### src/rtl/bufcap_ctrl.sv
// bufcap_ctrl: triggered capture controller that streams qualified samples into a write-only buffer.
// Ports:
//   wclk, sreset         clock and asynchronous active-high reset
//   arm, abort, trig     control pulses; arm latches len (and decim when enabled)
//   len [AW-1:0]         capture length in samples, 0 means 2^AW
//   din, din_valid       sample stream
//   wen, waddr, wdata    registered buffer write port, one cycle after an accepted sample
//   busy, done           state decodes (ARMED/CAPTURE, DONE)
//   count [AW:0]         samples written in the current capture
// Option: define BUFCAP_CTRL_DECIM_EN to add decim [7:0], keeping every (decim+1)-th sample.
module bufcap_ctrl #(
  parameter int DW = 8,
  parameter int AW = 8
) (
  input  logic          wclk,
  input  logic          sreset,
  input  logic          arm,
  input  logic          abort,
  input  logic          trig,
  input  logic [AW-1:0] len,
  input  logic [DW-1:0] din,
  input  logic          din_valid,
`ifdef BUFCAP_CTRL_DECIM_EN
  input  logic [7:0]    decim,
`endif
  output logic          wen,
  output logic [AW-1:0] waddr,
  output logic [DW-1:0] wdata,
  output logic          busy,
  output logic          done,
  output logic [AW:0]   count
);
  typedef enum logic [1:0] {IDLE, ARMED, CAPTURE, DONE} state_t;
  state_t        state_q, state_d;
  logic [AW:0]   len_q, len_d, count_q, count_d, len_full;
  logic          wen_q, wen_d, dec_ok;
  logic [AW-1:0] waddr_q, waddr_d;
  logic [DW-1:0] wdata_q, wdata_d;
  // A zero length request means the whole buffer.
  assign len_full = (len == '0) ? {1'b1, {AW{1'b0}}} : {1'b0, len};
`ifdef BUFCAP_CTRL_DECIM_EN
  logic [7:0] dcnt_q, dcnt_d, decim_q, decim_d;
  // Phase 0 of the decimation counter marks the sample to keep, so the first one is always taken.
  assign dec_ok = (dcnt_q == 8'd0);
  always_comb begin
    dcnt_d  = dcnt_q;
    decim_d = decim_q;
    if (abort) dcnt_d = '0;
    else if ((state_q == IDLE || state_q == DONE) && arm) begin
      dcnt_d  = '0;
      decim_d = decim;
    end else if (state_q == CAPTURE && din_valid) dcnt_d = (dcnt_q == decim_q) ? 8'd0 : dcnt_q + 8'd1;
  end
  always_ff @(posedge wclk or posedge sreset) begin
    if (sreset) begin
      dcnt_q  <= '0;
      decim_q <= '0;
    end else begin
      dcnt_q  <= dcnt_d;
      decim_q <= decim_d;
    end
  end
`else
  assign dec_ok = 1'b1;
`endif
  always_comb begin
    state_d = state_q;
    len_d   = len_q;
    count_d = count_q;
    wen_d   = 1'b0;
    waddr_d = waddr_q;
    wdata_d = wdata_q;
    if (abort) state_d = IDLE;
    else begin
      case (state_q)
        IDLE, DONE: if (arm) begin
          state_d = ARMED;
          len_d   = len_full;
          count_d = '0;
        end
        ARMED: if (trig) state_d = CAPTURE;
        CAPTURE: if (din_valid && dec_ok && count_q != len_q) begin
          // The count guard keeps a capture from ever writing past len_q or wrapping waddr.
          wen_d   = 1'b1;
          waddr_d = count_q[AW-1:0];
          wdata_d = din;
          count_d = count_q + 1'b1;
          state_d = (count_q + 1'b1 == len_q) ? DONE : CAPTURE;
        end
        default: state_d = IDLE;
      endcase
    end
  end
  always_ff @(posedge wclk or posedge sreset) begin
    if (sreset) begin
      state_q <= IDLE;
      len_q   <= '0;
      count_q <= '0;
      wen_q   <= 1'b0;
      waddr_q <= '0;
      wdata_q <= '0;
    end else begin
      state_q <= state_d;
      len_q   <= len_d;
      count_q <= count_d;
      wen_q   <= wen_d;
      waddr_q <= waddr_d;
      wdata_q <= wdata_d;
    end
  end
  assign wen   = wen_q;
  assign waddr = waddr_q;
  assign wdata = wdata_q;
  assign count = count_q;
  assign busy  = (state_q == ARMED) || (state_q == CAPTURE);
  assign done  = (state_q == DONE);
endmodule
### config.mk
export PLATFORM = sky130hd
export DESIGN_NAME = bufcap_ctrl
export DESIGN_NICKNAME = d
export VERILOG_FILES = /design/src/rtl/bufcap_ctrl.sv
export SDC_FILE = /design/constraint.sdc
export NUM_CORES = 1
export LEC_CHECK = 0
export ABC_AREA = 1
export BUFFER_PORTS_ARGS = -buffer_cell sky130_fd_sc_hd__clkbuf_2
export CORE_ASPECT_RATIO = 1.75
export CORE_UTILIZATION = 49
export CTS_BUF_LIST = sky130_fd_sc_hd__clkbuf_8
export CTS_CLUSTER_DIAMETER = 80
export DETAILED_ROUTE_END_ITERATION = 16
export PLACE_DENSITY = 0.83
export SETUP_SLACK_MARGIN = 0.2
export SLEW_MARGIN = 25
export SYNTH_ARGS = -nofsm -noshare
export SYNTH_HDL_FRONTEND = slang
export SYNTH_SLANG_ARGS = --single-unit
### constraint.sdc
create_clock -name wclk -period 1.6 [get_ports wclk]
set_clock_uncertainty 0.1 [all_clocks]
set_input_delay 0.16 -clock wclk [delete_from_list [all_inputs] [get_ports wclk]]
set_output_delay 0.16 -clock wclk [all_outputs]
set_load 0.05 [all_outputs]
==> impl_metrics.prom, run 1 <==
# TYPE chip_impl_metric gauge
chip_impl_metric{name="antenna_cells",unit=""} 0
chip_impl_metric{name="drive_above_1_share",unit="%"} 48.5
chip_impl_metric{name="postRouteAntennaNets",unit=""} 0
chip_impl_metric{name="maxCapViolCount",unit=""} 0
chip_impl_metric{name="die_height",unit="µm"} 86.0
chip_impl_metric{name="slew_headroom",unit="%"} 69.2
chip_impl_metric{name="grt.total_usage",unit="%"} 26.9
chip_impl_info{name="hold_start",value="len[6]"} 1
chip_impl_info{name="worstPathCellList",value="inv_2, nand2_1, nand2_1, nand2_1, nor2_2, nand3_2, nand2_2, inv_4, nand3_4, clkbuf_16, o21ai_2"} 1
chip_impl_info{name="outcome",value="finished with violations"} 1
chip_impl_metric{name="irDropWorstVdd",unit="mV"} 1.64
chip_impl_info{name="synth_ff_type",value="sky130_fd_sc_hd__dfrtp_1"} 1
chip_impl_info{name="regToRegStartpoint",value="count[0]"} 1
chip_impl_metric{name="yosys_warnings",unit=""} 0
chip_impl_metric{name="timing.final.hold_violations",unit=""} 0
chip_impl_info{name="crit_path_top_delay_cell",value="sky130_fd_sc_hd__dfrtp_2"} 1
chip_impl_metric{name="initial_antenna_violation_count",unit=""} 0
chip_impl_metric{name="synthDominantCellAreaShare",unit="%"} 46.8
chip_impl_metric{name="final_count_of_pins_violating_max_slew",unit=""} 0
chip_impl_metric{name="clk_transition_reported_paths",unit="ns"} 0.07
chip_impl_info{name="synth_commonest_cells",value="97 x sky130_fd_sc_hd__nand2_1, 37 x sky130_fd_sc_hd__dfrtp_1, 28 x sky130_fd_sc_hd__inv_1"} 1
chip_impl_info{name="synth_top_cells_by_area",value="sky130_fd_sc_hd__dfrtp_1 47%, sky130_fd_sc_hd__nand2_1 18%, sky130_fd_sc_hd__inv_1 5.3%"} 1
chip_impl_metric{name="first_global_vias",unit=""} 1938
chip_impl_metric{name="drt_pass1_iterations",unit=""} 4
chip_impl_metric{name="setup_violations",unit=""} 30
chip_impl_info{name="cts_tree",value="done"} 1
chip_impl_metric{name="worst_pin_slew",unit="ns"} 0.462
chip_impl_metric{name="detail_route.wl_per_cell",unit="µm"} 14.6
chip_impl_metric{name="area_of_the_die",unit="µm²"} 4300
chip_impl_metric{name="placed_cell_area",unit="µm²"} 2600
chip_impl_metric{name="timing.final.crit_share",unit="%"} 110
chip_impl_metric{name="area_of_the_core_region",unit="µm²"} 3870
chip_impl_metric{name="design.final.nets",unit=""} 388
chip_impl_metric{name="grt-ovfl-total",unit=""} 0
chip_impl_metric{name="power_density",unit="nW/µm²"} 1460
chip_impl_metric{name="dpl.cell_count",unit=""} 383
chip_impl_metric{name="timing.critical_path.fanout_max",unit=""} 7
chip_impl_metric{name="number_of_h_tree_levels",unit=""} 2
chip_impl_metric{name="final_design_area_no_fill",unit="µm²"} 3150
chip_impl_info{name="clock_tree.root_cell",value="sky130_fd_sc_hd__clkbuf_8"} 1
chip_impl_metric{name="timing.final.crit_period",unit="ns"} 1.76
chip_impl_metric{name="postSynth.asyncResetShare",unit="%"} 100
chip_impl_info{name="violations",value="negative setup slack"} 1
chip_impl_metric{name="mappedNetlistNets",unit=""} 279
chip_impl_info{name="synth_area_leader_cell",value="sky130_fd_sc_hd__dfrtp_1"} 1
chip_impl_metric{name="design_power_total",unit="mW"} 4.59
chip_impl_metric{name="ys_seq_area_share",unit="%"} 46.8
chip_impl_metric{name="ioPinCount",unit=""} 50
chip_impl_metric{name="final_cell_count_no_fill",unit=""} 411
chip_impl_metric{name="routed_wl",unit="mm"} 6.02
chip_impl_metric{name="route.detailed.drc",unit=""} 0
chip_impl_metric{name="synth-edff-count",unit=""} 0
chip_impl_metric{name="final_util",unit="%"} 81.4
chip_impl_info{name="worst_setup_path_end_kind",value="flip-flop"} 1
chip_impl_metric{name="max_clock_freq",unit="GHz"} 0.568
chip_impl_metric{name="cp_slowest_stage_delay",unit="ns"} 0.47
chip_impl_metric{name="crit_buf_inv",unit=""} 3
chip_impl_metric{name="port_buffers",unit=""} 49
chip_impl_info{name="holdCritPathClass",value="in2reg"} 1
chip_impl_metric{name="number_of_instances_in_the_synthesized_netlist",unit=""} 253
chip_impl_metric{name="largest_net_degree_at_the_start_of_global_routing",unit=""} 38
chip_impl_metric{name="worst_ep_required_time",unit="ns"} 1.68
chip_impl_info{name="grt_setup_unrepaired",value="yes"} 1
chip_impl_info{name="critPathLaunchType",value="flip-flop"} 1
chip_impl_info{name="path_common_cell",value="sky130_fd_sc_hd__nand2_1"} 1
chip_impl_metric{name="synthesis.area",unit="µm²"} 1980
chip_impl_metric{name="vias_per_cell",unit=""} 5.13
chip_impl_metric{name="flop_and_latch_count_out_of_synthesis",unit=""} 37
chip_impl_metric{name="syn_area_per_cell",unit="µm²"} 7.81
chip_impl_metric{name="dp.final_hpwl",unit="mm"} 3.93
chip_impl_metric{name="via_count",unit=""} 2107
chip_impl_metric{name="cts_buffers",unit=""} 5
chip_impl_metric{name="place.gp.congestion",unit=""} 0.835
chip_impl_metric{name="skew_pair_late_insertion_delay",unit="ns"} 0.29
chip_impl_metric{name="grt_first_pass_wirelength",unit="mm"} 8.51
chip_impl_metric{name="die_w",unit="µm"} 50.0
chip_impl_info{name="worstSetupPathType",value="reg2reg"} 1
chip_impl_metric{name="area_grow_syn2layout",unit="%"} 59.2
chip_impl_metric{name="postLayoutSetupSlackWorst",unit="ns"} -0.160
chip_impl_metric{name="initial_core_util",unit="%"} 51.1
chip_impl_metric{name="number_of_buffers_on_the_longest_clock_path",unit=""} 2
chip_impl_metric{name="drt_first_iter_violations",unit=""} 74
chip_impl_info{name="crit_family",value="simple AND/OR/NAND/NOR gates"} 1
chip_impl_metric{name="synth_cell_type_count",unit=""} 25
chip_impl_metric{name="critical_path_arrival",unit="ns"} 1.84
chip_impl_info{name="cell_with_the_most_instances_after_synthesis",value="sky130_fd_sc_hd__nand2_1"} 1
chip_impl_metric{name="clock_sink_count",unit=""} 37
chip_impl_info{name="worst_setup_path_startpoint",value="count[0]"} 1
chip_impl_metric{name="final.setup.tns",unit="ns"} -3.22
chip_impl_metric{name="std_cell_rows",unit=""} 30
chip_impl_metric{name="p_leak",unit="nW"} 1.60
==> worst paths after layout <==
kind | to | slack [ns] | cells after the start
worst max-delay path | waddr[6] | -0.16 | 11
worst max register to register | waddr[6] | -0.16 | 11
max in group asynchronous | count[5] | 0.65 | 4
worst min register to register | waddr[2] | 0.39 | 2
min in group asynchronous | waddr[0] | 0.40 | 4
worst min-delay path | len_q[6] | 0.007 | 3
==> metal layers <==
layer / vias to the layer above / GRT usage (%) / routed length (µm)
li1: 1015 / - / -
met1: 986 / 25.2 / 2010
met2: 85 / 53.3 / 3500
met3: 21 / 4.79 / 298
met4: 0 / 12.2 / 209
met5: - / 0 / 0
==> layout by cell type, fill, tap and decap left out, types with 6 or more instances in the layout <==
master	n
sky130_fd_sc_hd__xor2_1	8
sky130_fd_sc_hd__clkbuf_2	42
sky130_fd_sc_hd__dfrtp_2	9
sky130_fd_sc_hd__o21ai_2	8
sky130_fd_sc_hd__o21ai_0	6
sky130_fd_sc_hd__nor2_1	11
sky130_fd_sc_hd__nand2_4	6
sky130_fd_sc_hd__dlygate4sd3_1	10
sky130_fd_sc_hd__o21ai_1	8
sky130_fd_sc_hd__nand3_1	9
sky130_fd_sc_hd__dfrtp_1	28
sky130_fd_sc_hd__buf_6	11
sky130_fd_sc_hd__nand2_2	22
sky130_fd_sc_hd__inv_2	6
sky130_fd_sc_hd__nand2_1	71
sky130_fd_sc_hd__buf_4	33
sky130_fd_sc_hd__inv_1	24
==> registers in the layout, indices dropped and copies added (netlist names) <==
| register | flops |
|---|---|
| state_q | 2 |
| len_q | 9 |
| wen | 1 |
| wdata | 8 |
| count | 9 |
| waddr | 8 |
==> what timing repair did <==
action / 4_1_cts / 5_1_grt
pin swaps: 16 / 20
gates cloned: 0 / 1
setup buffers: 4 / 5
hold endpoints to repair: 46 / 0
hold buffers: 10 / 0
gates resized for setup: 28 / 46
setup endpoints to repair: 40 / 43
==> cells by family after synthesis <==
family | count (synthesis) | share of synthesized area, %
buffers and inverters | 35 | 7.40
AO/OA/AOI/OAI | 28 | 8.29
AND/OR/NAND/NOR | 136 | 28.9
XOR/XNOR | 11 | 4.87
flip-flops | 37 | 46.8
adder cells (fa/ha/maj) | 4 | 2.53
multiplexers | 2 | 1.14
==> cell type report <==
cell class | instances | area, µm²
fill | 253 | 719
clock buffer | 5 | 68.8
tap | 48 | 60.1
sequential | 37 | 937
inverter | 32 | 131
clock inverter | 3 | 13.8
timing repair buffer | 105 | 815
multi-input combinational | 181 | 1120
==> tightest hold or removal path, delay by kind of cell <==
family,cells,cell delay (ns)
AOI/OAI and AO/OA,1,0.07
buffers and inverters,2,0.13
==> where the power goes <==
part           switching (mW)  total [mW]  internal [mW]
logic                    1.51        2.53           1.02
registers               0.246        1.44           1.19
clock network           0.326       0.621          0.295
total                    2.09        4.59           2.50
==> per-stage QoR <==
step	setup slack [ns]	hold WS, ns
floorplan	-0.0647	0.167
global placement	-0.180	0.167
detailed placement	-0.207	0.169
CTS	-0.0384	0.00388
global route	-0.260	0.0344
finish	-0.160	0.00683
No activity file was read; power rests on OpenSTA's default activity.
==> run 2, diff against run 1 <==
SETUP_SLACK_MARGIN = 0.3   (was 0.2)
==> run 2 against run 1 <==
  * The flow still finishes with violations (negative setup slack)
  * Count of clock-buffer cells in the layout did not move
  * Via count increased by 9.4%
  * Total power grew 15%
  * Flip-flop and latch count is the same
  * Design area increased by 8.4%
  * Hold slack gained 0.00073 ns
  * Sequential share of layout area is 2.3 points lower
==> impl_metrics.prom, run 2 (synthesis gave the netlist of run 1 again) <==
# TYPE chip_impl_metric gauge
chip_impl_metric{name="route.detailed.drc",unit=""} 0
chip_impl_metric{name="largest_net_degree_at_the_start_of_global_routing",unit=""} 38
chip_impl_metric{name="routed_wl",unit="mm"} 7.43
chip_impl_metric{name="timing.final.crit_share",unit="%"} 118
chip_impl_metric{name="global_route.usage.met3",unit="%"} 5.85
chip_impl_metric{name="pwr-share-seq",unit="%"} 26.8
chip_impl_metric{name="power_density",unit="nW/µm²"} 1550
chip_impl_info{name="layout_common_cells",value="78 x sky130_fd_sc_hd__nand2_1, 38 x sky130_fd_sc_hd__clkbuf_2, 28 x sky130_fd_sc_hd__dfrtp_1, 28 x sky130_fd_sc_hd__buf_4, 24 x sky130_fd_sc_hd__inv_1"} 1
chip_impl_info{name="layout_commonest_cell",value="sky130_fd_sc_hd__nand2_1"} 1
chip_impl_metric{name="area_grow_syn2layout",unit="%"} 72.6
chip_impl_metric{name="area.sequential",unit="µm²"} 937
chip_impl_metric{name="maxCapViolCount",unit=""} 0
chip_impl_info{name="outcome",value="finished with violations"} 1
chip_impl_metric{name="share_clk_of_total_power",unit="%"} 18.3
chip_impl_metric{name="p_leak",unit="nW"} 1.69
chip_impl_metric{name="clock_sink_count",unit=""} 37
chip_impl_metric{name="ioPinCount",unit=""} 50
chip_impl_metric{name="final_count_of_pins_violating_max_slew",unit=""} 0
chip_impl_metric{name="initial_antenna_violation_count",unit=""} 0
chip_impl_metric{name="setup_violations",unit=""} 33
chip_impl_info{name="clock_tree.root_cell",value="sky130_fd_sc_hd__clkbuf_8"} 1
chip_impl_metric{name="postLayoutSetupSlackWorst",unit="ns"} -0.281
chip_impl_info{name="violations",value="negative setup slack"} 1
chip_impl_metric{name="power.internal",unit="mW"} 2.98
chip_impl_info{name="grt_setup_unrepaired",value="yes"} 1
chip_impl_metric{name="worst_ep_required_time",unit="ns"} 1.68
chip_impl_metric{name="detailedPlace.worstSlack",unit="ns"} -0.0966
chip_impl_metric{name="timing.final.crit_period",unit="ns"} 1.88
chip_impl_metric{name="clk_transition_reported_paths",unit="ns"} 0.07
chip_impl_metric{name="grt-ovfl-total",unit=""} 0
chip_impl_metric{name="number_of_buffers_on_the_longest_clock_path",unit=""} 2
chip_impl_metric{name="irDropWorstVdd",unit="mV"} 1.46
chip_impl_info{name="worstSetupPathType",value="reg2reg"} 1
chip_impl_metric{name="area_of_the_die",unit="µm²"} 4300
chip_impl_metric{name="area_of_the_core_region",unit="µm²"} 3870
chip_impl_metric{name="design.final.nets",unit=""} 393
chip_impl_metric{name="timing.critical_path.fanout_max",unit=""} 3
chip_impl_info{name="critPathLaunchType",value="flip-flop"} 1
chip_impl_metric{name="skew_pair_late_insertion_delay",unit="ns"} 0.30
chip_impl_metric{name="grt_first_pass_wirelength",unit="mm"} 10.9
chip_impl_metric{name="switching_share",unit="%"} 43.7
chip_impl_metric{name="place.gp.congestion",unit=""} 0.884
chip_impl_metric{name="net-switching-power",unit="mW"} 2.31
chip_impl_metric{name="worst_pin_slew",unit="ns"} 0.476
chip_impl_metric{name="cts_buffers",unit=""} 5
chip_impl_metric{name="first_global_vias",unit=""} 2353
chip_impl_metric{name="drive_above_1_share",unit="%"} 48.6
chip_impl_info{name="holdCritPathClass",value="in2reg"} 1
chip_impl_metric{name="std_cell_rows",unit=""} 30
chip_impl_metric{name="via_count",unit=""} 2306
chip_impl_metric{name="number_of_h_tree_levels",unit=""} 2
chip_impl_metric{name="global_route.usage.met1",unit="%"} 33.0
chip_impl_metric{name="initial_core_util",unit="%"} 51.1
chip_impl_metric{name="antenna_cells",unit=""} 0
chip_impl_metric{name="die_w",unit="µm"} 50.0
chip_impl_metric{name="combinationalPowerShare",unit="%"} 54.9
chip_impl_metric{name="port_buffers",unit=""} 49
chip_impl_metric{name="grt.total_usage",unit="%"} 34.1
chip_impl_metric{name="drt_first_iter_violations",unit=""} 137
chip_impl_info{name="grt_busiest_layer",value="met2"} 1
chip_impl_metric{name="die_height",unit="µm"} 86.0
chip_impl_metric{name="detail_route.wl_per_cell",unit="µm"} 17.9
chip_impl_info{name="worst_setup_path_end_kind",value="flip-flop"} 1
chip_impl_metric{name="nFillCells",unit=""} 177
chip_impl_metric{name="critical_path_arrival",unit="ns"} 1.96
chip_impl_metric{name="postRouteAntennaNets",unit=""} 0
chip_impl_metric{name="globalRouteMet2Util",unit="%"} 65.6
chip_impl_metric{name="dp.final_hpwl",unit="mm"} 3.70
chip_impl_metric{name="multi_input_area",unit="µm²"} 1140
chip_impl_metric{name="max_clock_freq",unit="GHz"} 0.531
chip_impl_metric{name="slew_headroom",unit="%"} 68.2
chip_impl_metric{name="vias_per_cell",unit=""} 5.54
chip_impl_info{name="cts_tree",value="done"} 1
chip_impl_metric{name="timing.final.hold_violations",unit=""} 0
chip_impl_metric{name="timing.hold.ws",unit="ns"} 0.00756
chip_impl_metric{name="drt_pass1_iterations",unit=""} 8
==> run 2: cell types whose count changed in the layout (fill, tap and decap cells not counted), moves of 2 or more <==
cell	change
sky130_fd_sc_hd__o21ai_1	+5
sky130_fd_sc_hd__nand2_1	+7
sky130_fd_sc_hd__o21ai_0	-5
sky130_fd_sc_hd__nand2_2	-4
sky130_fd_sc_hd__nor2_4	+3
sky130_fd_sc_hd__buf_6	+8
sky130_fd_sc_hd__clkbuf_2	-4
sky130_fd_sc_hd__nor2_1	-3
sky130_fd_sc_hd__buf_8	+2
sky130_fd_sc_hd__buf_2	-3
sky130_fd_sc_hd__nand2_4	-2
sky130_fd_sc_hd__clkbuf_16	+5
sky130_fd_sc_hd__buf_4	-5
sky130_fd_sc_hd__bufinv_16	+2
==> run 2: worst max-delay path, cell delays in order, from the launching register on <==
cell and delay [ns]:
sky130_fd_sc_hd__dfrtp_1 0.43, sky130_fd_sc_hd__ha_4 0.32, sky130_fd_sc_hd__clkinvlp_4 0.10, sky130_fd_sc_hd__buf_6 0.13
sky130_fd_sc_hd__o22ai_1 0.19, sky130_fd_sc_hd__inv_1 0.14, sky130_fd_sc_hd__nand2_2 0.12, sky130_fd_sc_hd__nor2_1 0.07
sky130_fd_sc_hd__nand2_1 0.10, sky130_fd_sc_hd__nand2_1 0.07
==> run 2: power groups by stage <==
stage	registers, mW	logic (mW)	clock network (mW)
6_report	1.42	2.91	0.968
5_1_grt	1.43	3.03	1.01
4_1_cts	1.39	2.48	0.968
3_5_place_dp	1.40	1.99	0
3_3_place_gp	1.39	1.94	0
2_1_floorplan	1.88	0.920	0
==> run 2: path summary, 6_finish.rpt <==
path / slack (ns) / startpoint / cells after the start / end
max in group asynchronous: 0.61 / sreset / 4 / count[6]
worst max-delay path: -0.28 / state_q[1] / 9 / state_q[0]
worst max register to register: -0.28 / state_q[1] / 9 / state_q[0]
worst min register to register: 0.38 / wdata[7] / 2 / wdata[7]
min in group asynchronous: 0.41 / sreset / 4 / wdata[5]
worst min-delay path: 0.008 / len[6] / 3 / len_q[6]
==> run 2: layout make-up <==
class	count	area share [%]
Clock buffer	5	2.02
Clock inverter	3	1.91
Inverter	32	3.85
Tap cell	48	1.76
Multi-Input combinational cell	182	33.4
Sequential cell	37	27.5
Timing Repair Buffer	109	29.6
==> run 2: through the flow <==
| step | power (mW) | TNS [ns] | std cells | utilization (%) | area (µm²) |
|---|---|---|---|---|---|
| 2_1_floorplan | 2.80 | -1.08 | 253 | - | 2050 |
| 3_3_place_gp | 3.33 | -0.121 | 380 | 67.1 | 2590 |
| 3_5_place_dp | 3.39 | -1.00 | 380 | 67.1 | 2590 |
| 5_1_grt | 5.47 | -6.37 | 416 | 88.3 | 3410 |
| 6_report | 5.29 | -4.89 | 416 | 88.3 | 3410 |
| 4_1_cts | 4.83 | -0.598 | 409 | 83.6 | 3230 |
==> run 2: what timing repair did <==
action / 4_1_cts / 5_1_grt
buffers inserted: 8 / 7
pin swaps: 5 / 7
hold endpoints to repair: 47 / 0
gates resized for setup: 71 / 37
hold buffers: 11 / 0
setup endpoints to repair: 48 / 48
gates cloned: 2 / 0
==> run 2: routing by layer <==
| layer | vias to the layer above | part of all wire (%) |
|---|---|---|
| met1 | 1104 | 34 |
| met2 | 143 | 55 |
| li1 | 1017 | - |
| met3 | 42 | 5.9 |
| met5 | - | 0 |
| met4 | 0 | 5.4 |
==> run 3, diff against run 2 <==
CORE_ASPECT_RATIO = 0.6   (was 1.75)
PLACE_DENSITY = 0.81   (was 0.83)
clock period = 1.9 ns   (was 1.6 ns; I/O delays follow)
==> run 3 against run 2 <==
  * Worst setup slack gained 0.32 ns
  * Critical path depth up 2
  * Register-to-register slack gained 0.32 ns
  * Flip-flop and latch count stayed put
  * Fmax up 1.0%
  * Via count decreased by 8.4%
  * Sequential power is 13% lower
  * The run ends with design-rule violations, negative hold slack left
  * First-iteration DRC count increased by 110%
  * Non-clock buffer count decreased by 29
  * Global-route usage down 6.9 points
  * Combinational power fell by 30%
  * Largest cell class unchanged
  * Clock power shrank 38%
==> impl_metrics.prom, run 3 (synthesis gave the netlist of run 1 again) <==
# TYPE chip_impl_metric gauge
chip_impl_info{name="worst_setup_path_end_kind",value="flip-flop"} 1
chip_impl_metric{name="skew_pair_late_insertion_delay",unit="ns"} 0.29
chip_impl_metric{name="power_density",unit="nW/µm²"} 1330
chip_impl_metric{name="design_power_total",unit="mW"} 3.86
chip_impl_metric{name="worst_ep_required_time",unit="ns"} 1.97
chip_impl_metric{name="number_of_h_tree_levels",unit=""} 2
chip_impl_metric{name="area_of_the_core_region",unit="µm²"} 3760
chip_impl_metric{name="route.detailed.drc",unit=""} 8
chip_impl_metric{name="initial_antenna_violation_count",unit=""} 0
chip_impl_info{name="cts_tree",value="done"} 1
chip_impl_metric{name="first_global_vias",unit=""} 1827
chip_impl_metric{name="design.final.nets",unit=""} 365
chip_impl_metric{name="p_leak",unit="nW"} 1.47
chip_impl_metric{name="final_cell_count_no_fill",unit=""} 387
chip_impl_metric{name="worst_pin_slew",unit="ns"} 0.464
chip_impl_metric{name="timing.final.hold_violations",unit=""} 1
chip_impl_metric{name="detail_route.wl_per_cell",unit="µm"} 16.7
chip_impl_info{name="holdCritPathClass",value="in2reg"} 1
chip_impl_metric{name="drt_first_iter_violations",unit=""} 282
chip_impl_metric{name="number_of_buffers_on_the_longest_clock_path",unit=""} 2
chip_impl_metric{name="grt-ovfl-total",unit=""} 0
chip_impl_metric{name="timing.final.crit_share",unit="%"} 98.0
chip_impl_metric{name="std_cell_rows",unit=""} 17
chip_impl_info{name="violations",value="design-rule violations, negative hold slack"} 1
chip_impl_metric{name="slew_headroom",unit="%"} 69.1
chip_impl_metric{name="grt_first_pass_wirelength",unit="mm"} 8.65
chip_impl_metric{name="die_height",unit="µm"} 51.2
chip_impl_metric{name="drive_above_1_share",unit="%"} 47.1
chip_impl_metric{name="postRouteAntennaNets",unit=""} 0
chip_impl_info{name="clock_tree.root_cell",value="sky130_fd_sc_hd__clkbuf_8"} 1
chip_impl_metric{name="irDropWorstVdd",unit="mV"} 0.905
chip_impl_metric{name="dpl.cell_count",unit=""} 352
chip_impl_metric{name="timing.critical_path.fanout_max",unit=""} 10
chip_impl_metric{name="max_clock_freq",unit="GHz"} 0.537
chip_impl_metric{name="dp.final_hpwl",unit="mm"} 3.38
chip_impl_metric{name="place.gp.congestion",unit=""} 0.916
chip_impl_metric{name="die_w",unit="µm"} 84
chip_impl_metric{name="initial_core_util",unit="%"} 52.5
chip_impl_metric{name="vias_per_cell",unit=""} 5.46
chip_impl_metric{name="clk_transition_reported_paths",unit="ns"} 0.07
chip_impl_metric{name="multi_input_area",unit="µm²"} 1160
chip_impl_metric{name="maxCapViolCount",unit=""} 0
chip_impl_metric{name="timing.final.crit_period",unit="ns"} 1.86
chip_impl_metric{name="drt_pass1_iterations",unit=""} 12
chip_impl_metric{name="area_of_the_die",unit="µm²"} 4300
chip_impl_info{name="layout_commonest_cell",value="sky130_fd_sc_hd__nand2_1"} 1
chip_impl_metric{name="setup_violations",unit=""} 0
chip_impl_metric{name="routed_wl",unit="mm"} 6.46
chip_impl_info{name="layout_common_cells",value="78 x sky130_fd_sc_hd__nand2_1, 47 x sky130_fd_sc_hd__clkbuf_2, 28 x sky130_fd_sc_hd__dfrtp_1"} 1
chip_impl_metric{name="clock_sink_count",unit=""} 37
chip_impl_info{name="outcome",value="finished with violations"} 1
chip_impl_metric{name="cts_buffers",unit=""} 5
chip_impl_metric{name="antenna_cells",unit=""} 0
chip_impl_metric{name="nFillCells",unit=""} 243
chip_impl_info{name="grt_setup_unrepaired",value="yes"} 1
chip_impl_metric{name="critical_path_arrival",unit="ns"} 1.93
chip_impl_metric{name="port_buffers",unit=""} 49
chip_impl_metric{name="via_count",unit=""} 2113
chip_impl_metric{name="largest_net_degree_at_the_start_of_global_routing",unit=""} 38
chip_impl_metric{name="final_count_of_pins_violating_max_slew",unit=""} 0
chip_impl_info{name="critPathLaunchType",value="flip-flop"} 1
chip_impl_metric{name="area_grow_syn2layout",unit="%"} 47.0
chip_impl_metric{name="timing.hold.ws",unit="ns"} -0.000444
chip_impl_metric{name="area.sequential",unit="µm²"} 937
chip_impl_info{name="worstSetupPathType",value="reg2reg"} 1
chip_impl_metric{name="ioPinCount",unit=""} 50
chip_impl_metric{name="final_util",unit="%"} 77.2
chip_impl_metric{name="grt.total_usage",unit="%"} 27.2
-- run 3: cell types whose count changed in the layout (fill, tap and decap cells not counted), sizes merged --
cell         change
dlygate4sd3      -8
clkbuf           +3
buf             -22
bufinv           -2
nand3            +1
-- run 3: worst max-delay path, cell delays in order, from the launching register on --
cell                      delay (ns)
sky130_fd_sc_hd__dfrtp_1        0.44
sky130_fd_sc_hd__nand2_1        0.13
sky130_fd_sc_hd__nand2_1        0.16
sky130_fd_sc_hd__nand2_2        0.07
sky130_fd_sc_hd__nor2_2         0.12
sky130_fd_sc_hd__nand3_2        0.12
sky130_fd_sc_hd__nand2_4        0.13
sky130_fd_sc_hd__inv_6          0.05
sky130_fd_sc_hd__nand3_4        0.13
sky130_fd_sc_hd__inv_6          0.08
sky130_fd_sc_hd__nand2_1        0.10
sky130_fd_sc_hd__nand2_1        0.09
-- run 3: layer usage --
layer  GRT usage, %  wire length (µm)  up-vias  part of all wire (%)
li1               -                 -      966                     -
met1           38.5              2580      944                    40
met2           41.1              2850      158                    44
met3           7.27               684       45                    11
met4           8.05               354        0                   5.5
met5              0                 0        -                     0
-- run 3: area by class of cell --
class / instances / area share (%)
Timing Repair Buffer: 80 / 17.7
Clock buffer: 7 / 3.32
Clock inverter: 1 / 0.172
Inverter: 32 / 4.61
Sequential cell: 37 / 32.3
Multi-Input combinational cell: 183 / 39.9
Tap cell: 47 / 2.02
-- run 3: final timing paths --
path	from	end	slack [ns]	cells past startpoint
hold / removal	din[6]	wdata[6]	-0.0004	3
setup reg to reg	len_q[3]	wdata[1]	0.04	11
setup / recovery	len_q[3]	wdata[1]	0.04	11
hold reg to reg	wdata[5]	wdata[5]	0.37	2
max in group asynchronous	sreset	count[8]	0.92	4
min in group asynchronous	sreset	len_q[1]	0.43	4
-- run 3: metrics by stage --
stage / instance area [µm²] / hold slack (ns) / setup TNS [ns] / worst slack, ns
after global placement: 2360 / 0.197 / 0 / 0.173
after CTS: 2670 / 0.00194 / 0 / 0.263
after global routing: 2910 / 0.0153 / -0.133 / -0.116
after detailed placement: 2360 / 0.203 / 0 / 0.129
after floorplan: 2040 / 0.197 / 0 / 0.235
final: 2910 / -0.000444 / 0 / 0.0371
-- run 3: repair_timing --
action | 4_1_cts | 5_1_grt
gates cloned | 2 | 0
hold endpoints to repair | 39 | 0
gates resized for setup | 17 | 47
pin swaps | 6 | 14
setup endpoints to repair | 36 | 32
hold buffers | 3 | 0
setup buffers | 12 | 10
-- run 3: power breakdown --
group          switching, mW  leakage, nW  internal (mW)  total, mW
sequential             0.228        0.471           1.00       1.23
combinational           1.33        0.940          0.700       2.03
clock                  0.275       0.0542          0.328      0.603
total                   1.83         1.47           2.03       3.86
